===== src/rtl/arith_pkg.sv =====
// ---------------------------------------------------------------------------
// arith_pkg
//
// Shared definitions for the arithmetic unit: the sequential multiplier and
// the restoring divider use the same start/valid handshake and the same
// three-state controller shape, so their encodings live side by side here.
//
// Contents:
//   DEFAULT_WIDTH  - default operand width for both units
//   mult_state_e   - multiplier controller states (IDLE/RUN/DONE)
//   div_state_e    - divider controller states (IDLE/RUN/DONE)
//   cnt_width()    - width of an iteration counter that can hold 0..width
// ---------------------------------------------------------------------------
package arith_pkg;

    localparam int DEFAULT_WIDTH = 8;

    // 2'b11 is deliberately left unnamed; both controllers treat it as
    // illegal and recover to IDLE.
    typedef enum logic [1:0] {
        MULT_IDLE = 2'b00,
        MULT_RUN  = 2'b01,
        MULT_DONE = 2'b10
    } mult_state_e;

    typedef enum logic [1:0] {
        DIV_IDLE = 2'b00,
        DIV_RUN  = 2'b01,
        DIV_DONE = 2'b10
    } div_state_e;

    function automatic int cnt_width(input int width);
        return $clog2(width + 1);
    endfunction

endpackage


===== src/rtl/mult_controller.sv =====
// ---------------------------------------------------------------------------
// mult_controller
//
// Sequencing FSM and iteration counter for the shift-add multiplier. It
// decides when the datapath loads new operands, when it iterates, and when
// the product is final. The datapath itself lives in seq_multiplier.
//
// Ports:
//   clk    - rising-edge clock
//   reset  - asynchronous, active-low reset
//   start  - load operands and (re)start a multiply; wins in every state
//   p_lsb  - current LSB of the product/multiplier register
//   load   - datapath loads A and P this edge
//   add    - datapath adds A into the upper half this edge (RUN and P[0]=1)
//   shift  - datapath shifts P right this edge (every RUN iteration)
//   valid  - product is final (DONE state, one cycle)
//   busy   - iterating (RUN state)
// ---------------------------------------------------------------------------
module mult_controller
    import arith_pkg::*;
#(
    parameter int WIDTH = DEFAULT_WIDTH
) (
    input  logic clk,
    input  logic reset,
    input  logic start,
    input  logic p_lsb,
    output logic load,
    output logic add,
    output logic shift,
    output logic valid,
    output logic busy
);

    localparam int                CNT_W    = cnt_width(WIDTH);
    localparam logic [CNT_W-1:0]  LAST_CNT = CNT_W'(WIDTH - 1);
    localparam logic [CNT_W-1:0]  CNT_ONE  = CNT_W'(1);

    mult_state_e      state_q, state_d;
    logic [CNT_W-1:0] cnt_q,   cnt_d;

    always_ff @(posedge clk or negedge reset) begin
        if (!reset) begin
            state_q <= MULT_IDLE;
            cnt_q   <= '0;
        end else begin
            state_q <= state_d;
            cnt_q   <= cnt_d;
        end
    end

    // valid and busy are pure decodes of the current state, so they stay
    // correct even in the cycle where a new start is being accepted.
    always_comb begin
        state_d = state_q;
        cnt_d   = cnt_q;
        load    = 1'b0;
        add     = 1'b0;
        shift   = 1'b0;
        valid   = (state_q == MULT_DONE);
        busy    = (state_q == MULT_RUN);

        if (start) begin
            // A start abandons whatever was in progress.
            load    = 1'b1;
            cnt_d   = '0;
            state_d = MULT_RUN;
        end else begin
            case (state_q)
                MULT_IDLE: begin
                    state_d = MULT_IDLE;
                end
                MULT_RUN: begin
                    shift = 1'b1;
                    add   = p_lsb;
                    cnt_d = cnt_q + CNT_ONE;
                    // The edge that sees the last count performs the final
                    // iteration, so the product is ready in the next cycle.
                    if (cnt_q == LAST_CNT) begin
                        state_d = MULT_DONE;
                    end
                end
                MULT_DONE: begin
                    state_d = MULT_IDLE;
                end
                default: begin
                    state_d = MULT_IDLE;
                end
            endcase
        end
    end

endmodule


===== src/rtl/seq_multiplier.sv =====
// ---------------------------------------------------------------------------
// seq_multiplier
//
// Unsigned shift-add multiplier, one multiplier bit per clock. P holds the
// running partial sum in its upper half and the not-yet-consumed multiplier
// bits in its lower half; each iteration optionally adds A into the upper
// half and then shifts the whole register right by one.
//
// Ports:
//   clk          - rising-edge clock
//   reset        - asynchronous, active-low reset
//   start        - sample operands and begin a multiply
//   multiplicand - operand A, sampled only when start is high
//   multiplier   - operand B, sampled only when start is high
//   product      - A*B (2*WIDTH bits); final while/after valid is high
//   valid        - one-cycle pulse when product is final
//   busy         - high while iterating
// ---------------------------------------------------------------------------
module seq_multiplier
    import arith_pkg::*;
#(
    parameter int WIDTH = DEFAULT_WIDTH
) (
    input  logic                 clk,
    input  logic                 reset,
    input  logic                 start,
    input  logic [WIDTH-1:0]     multiplicand,
    input  logic [WIDTH-1:0]     multiplier,
    output logic [2*WIDTH-1:0]   product,
    output logic                 valid,
    output logic                 busy
);

    logic [WIDTH-1:0]   a_q, a_d;
    logic [2*WIDTH-1:0] p_q, p_d;
    logic [WIDTH:0]     sum;
    logic               load;
    logic               add;
    logic               shift;

    mult_controller #(
        .WIDTH (WIDTH)
    ) u_ctrl (
        .clk   (clk),
        .reset (reset),
        .start (start),
        .p_lsb (p_q[0]),
        .load  (load),
        .add   (add),
        .shift (shift),
        .valid (valid),
        .busy  (busy)
    );

    always_ff @(posedge clk or negedge reset) begin
        if (!reset) begin
            a_q <= '0;
            p_q <= '0;
        end else begin
            a_q <= a_d;
            p_q <= p_d;
        end
    end

    // The adder is one bit wider than the operands: its carry becomes the
    // new MSB of P after the shift, which is what keeps (2^W-1)^2 exact.
    always_comb begin
        a_d = a_q;
        p_d = p_q;
        sum = {1'b0, p_q[2*WIDTH-1:WIDTH]} + {1'b0, a_q};

        if (load) begin
            a_d = multiplicand;
            p_d = {{WIDTH{1'b0}}, multiplier};
        end else if (shift) begin
            if (add) begin
                p_d = {sum, p_q[WIDTH-1:1]};
            end else begin
                p_d = {1'b0, p_q[2*WIDTH-1:1]};
            end
        end
    end

    assign product = p_q;

endmodule


===== config.mk =====
export PLATFORM = sky130hd
export DESIGN_NAME = seq_multiplier
export DESIGN_NICKNAME = d
export VERILOG_FILES = /design/src/rtl/arith_pkg.sv /design/src/rtl/mult_controller.sv /design/src/rtl/seq_multiplier.sv
export SDC_FILE = /design/constraint.sdc
export NUM_CORES = 1
export LEC_CHECK = 0
export BUFFER_PORTS_ARGS = -buffer_cell sky130_fd_sc_hd__buf_2
export CELL_PAD_IN_SITES_DETAIL_PLACEMENT = 1
export CELL_PAD_IN_SITES_GLOBAL_PLACEMENT = 1
export CORE_ASPECT_RATIO = 0.6
export CORE_UTILIZATION = 40
export CTS_CLUSTER_DIAMETER = 40
export DETAILED_ROUTE_END_ITERATION = 16
export PLACE_DENSITY_LB_ADDON = 0.25
export SYNTH_ARGS = -nofsm -noshare
export SYNTH_HDL_FRONTEND = slang
export SYNTH_HIERARCHICAL = 1
export SYNTH_SLANG_ARGS = --single-unit

===== constraint.sdc =====
create_clock -name clk -period 5.38 [get_ports clk]
set_input_delay 1.345 -clock clk [delete_from_list [all_inputs] [get_ports clk]]
set_output_delay 1.345 -clock clk [all_outputs]
set_load 0.02 [all_outputs]

==> qor.csv <==
metric;value;unit
critical path arrival;3.49;ns
setup TNS;0;ns
n_diodes;0;
path category of the worst min-delay check;reg2reg;
height of the die;53.2;um
Post-CTS Hold Fix Bufs;0;
Yosys top cell area share;43.0;%
post-detailed-route via-to-cell ratio;5.19;
nets;231;
GRT Max-Usage Layer;met2;
sequential share of the synthesized area;43.0;%
run status;finished clean;
average size of a mapped cell;10.5;um2
unrepaired setup endpoints after global routing;no;
max-slew violations;0;
fin crit period;3.27;ns
syn nets;196;
P per Cell Area;275;nW/um2
largest net degree at the start of global routing;44;
first-pass detailed-route iteration total;4;
sum of overflow across all layers after global routing;0;
combined global-route utilization of all metal layers;19.5;%
routed wire length per instance;15.4;um
cell chosen for the clock root;clkbuf_8;
total clock buffers created by CTS;5;
post-CTS sizing;0;
class of the most critical setup path;in2reg;
met3 usage;5.62;%
top fanout value on the critical path;43;
clock slew at the register clock pins of the worst setup and hold paths;0.06;ns
setup bufs post-CTS;0;
drt initial violations;70;
hold violation count in the final report;0;
fin crit share;60.9;%
cell taking the most area after synthesis;dfrtp_1;
Setup-failing EPs final;0;
met1 track utilization from global routing;28.0;%
global-route wire length before repair;6600;um
number of buffer cells added on primary ports;36;
Slew @ Worst Pin;0.756;ns
dpl hpwl;2980;um
# Max-Cap Violations;0;
filler cell count in the final layout;501;
cell area after synthesis;1750;um2
kind of launch point of the worst setup path;primary input;
start point of the worst hold path;a_q[7]$_DFFE_PN0P_;
proportion of layout cells with a drive suffix above 1;29.7;%
wire length reported by the detailed router;4030;um
largest cells by area after synthesis;dfrtp_1 (43%), mux2i_1 (7.5%), ha_1 (6.5%);
count of flip-flops with a built-in enable after synthesis;0;
beginning of the worst register-to-register path;u_ctrl/state_q[1]$_DFFE_PN0P_;
starting density of the core;42.1;%
share of async-settable or async-resettable flops after synthesis;100;%
count of state elements after synthesis;30;
leading register cell type out of synthesis;dfrtp_1;
total die area;4640;um2
TritonCTS clock tree;yes;
most numerous cell types in the synthesized netlist;dfrtp_1 (30), nand2_1 (15), mux2i_1 (13);
relative max-transition margin;49.6;%
depth of the CTS H-tree;2;
met2 track demand over resource in global routing;28.0;%
row count;18;
Post-Synthesis Cells;167;
Critical Path End Type;register;
post-layout instance area;2020;um2
count of warnings emitted by yosys;6;
I/O Pins;37;
residual DRC count;0;
most common cell in the synthesized netlist;dfrtp_1;
number of buffers on the longest clock path;2;
RePlAce Congestion;0.761;
Highest Clock Rate;305;MHz
later-pin clock latency in the skew report;0.29;ns
number of unique standard cell types used by synthesis;42;
worst endpoint required time;5.60;ns
Horiz. Die Dim;87.3;um
initial antenna violation count;0;
placement-stage cell area;1950;um2
Peak supply drop;0.000149;V
post-synthesis to final-layout area growth;16.0;%
Worst Clk Skew;0.00880;ns
Sink Count;30;
Critical Path Source;start;
vias in the first global route;1325;
residual antenna-violating net count after detailed routing;0;
Leakage Power;0.000954;uW
via count;1359;
area of the placeable core;4140;um2
==> critical path: stages <==
cell and delay [ns]:
buf_2 0.34, nor2_2 0.18, buf_4 0.31, and2_1 0.51, nand2_1 0.19, nor3b_1 0.36
o211ai_1 0.16, nand2_1 0.08
==> cells by family (layout without fill, tap and decap cells) <==
kind of cell | Yosys count | after routing | share of synthesized area, %
xor gates and xnor gates | 4 | 4 | 2.01
DFF | 30 | 30 | 43.0
AOI/OAI and AO/OA | 40 | 40 | 14.8
and+or+nand+nor | 49 | 49 | 15.4
adders and majority gates | 10 | 10 | 7.60
muxes | 21 | 21 | 12.6
buffers and inverters | 13 | 48 | 4.59
==> report_power, final <==
part           internal, uW  leakage, uW  switching, uW
clock network          86.6    0.0000438           84.8
logic                  53.7     0.000535           72.8
registers               244     0.000376           15.6
==> final timing paths <==
path	to	slack [ns]	cells after the start
max	product[15]$_DFFE_PN0P_	2.11	8
min	a_q[7]$_DFFE_PN0P_	0.51	1
max reg2reg	product[15]$_DFFE_PN0P_	3.07	8
min reg2reg	a_q[7]$_DFFE_PN0P_	0.51	1
max in group asynchronous	a_q[5]$_DFFE_PN0P_	3.83	1
min in group asynchronous	product[12]$_DFFE_PN0P_	1.11	1
==> per-layer routing <==
layer | share of wire (%) | vias up
met5 | 0 | -
met4 | 1.1 | 0
met3 | 4.8 | 4
met2 | 43 | 31
met1 | 51 | 663
li1 | - | 661
==> sequential cells by signal, summed over array words and instances (netlist names) <==
register,cells
a_q,8
u_ctrl/state_q,2
product,16
u_ctrl/cnt_q,4
==> through the flow <==
stage | std cells | total power [uW] | hold WS (ns) | worst slack [ns] | utilization [%]
floorplan | 167 | 351 | 0.485 | 2.99 | -
detailed placement | 255 | 391 | 0.504 | 1.83 | 47.0
CTS | 262 | 565 | 0.518 | 2.12 | 48.9
finish | 262 | 558 | 0.514 | 2.11 | 48.9
global route | 262 | 592 | 0.536 | 1.92 | 48.9
global placement | 255 | 385 | 0.501 | 2.00 | 47.0
==> cell usage in the layout, fill, tap and decap left out, drive strengths merged, types with 5 or more instances in the layout <==
master | Yosys | final
buf | 5 | 37
dfrtp | 30 | 30
o21ai | 16 | 16
nand2 | 15 | 15
mux2i | 13 | 13
nor2 | 11 | 11
ha | 9 | 9
a21oi | 8 | 8
mux2 | 8 | 8
nor2b | 5 | 5
clkbuf | 4 | 5
a211oi | 5 | 5
==> layout make-up <==
class / count / area, um2 / share of cell area (%)
well taps: 60 / 75.1 / 3.71
flip-flops and latches: 30 / 751 / 37.1
clock buffers: 5 / 68.8 / 3.40
clock inverters: 2 / 10.0 / 0.494
multi-input cells: 124 / 917 / 45.3
inverters: 4 / 15.0 / 0.742
repair buffers: 37 / 188 / 9.27
Power figures use the tool's default switching activity.
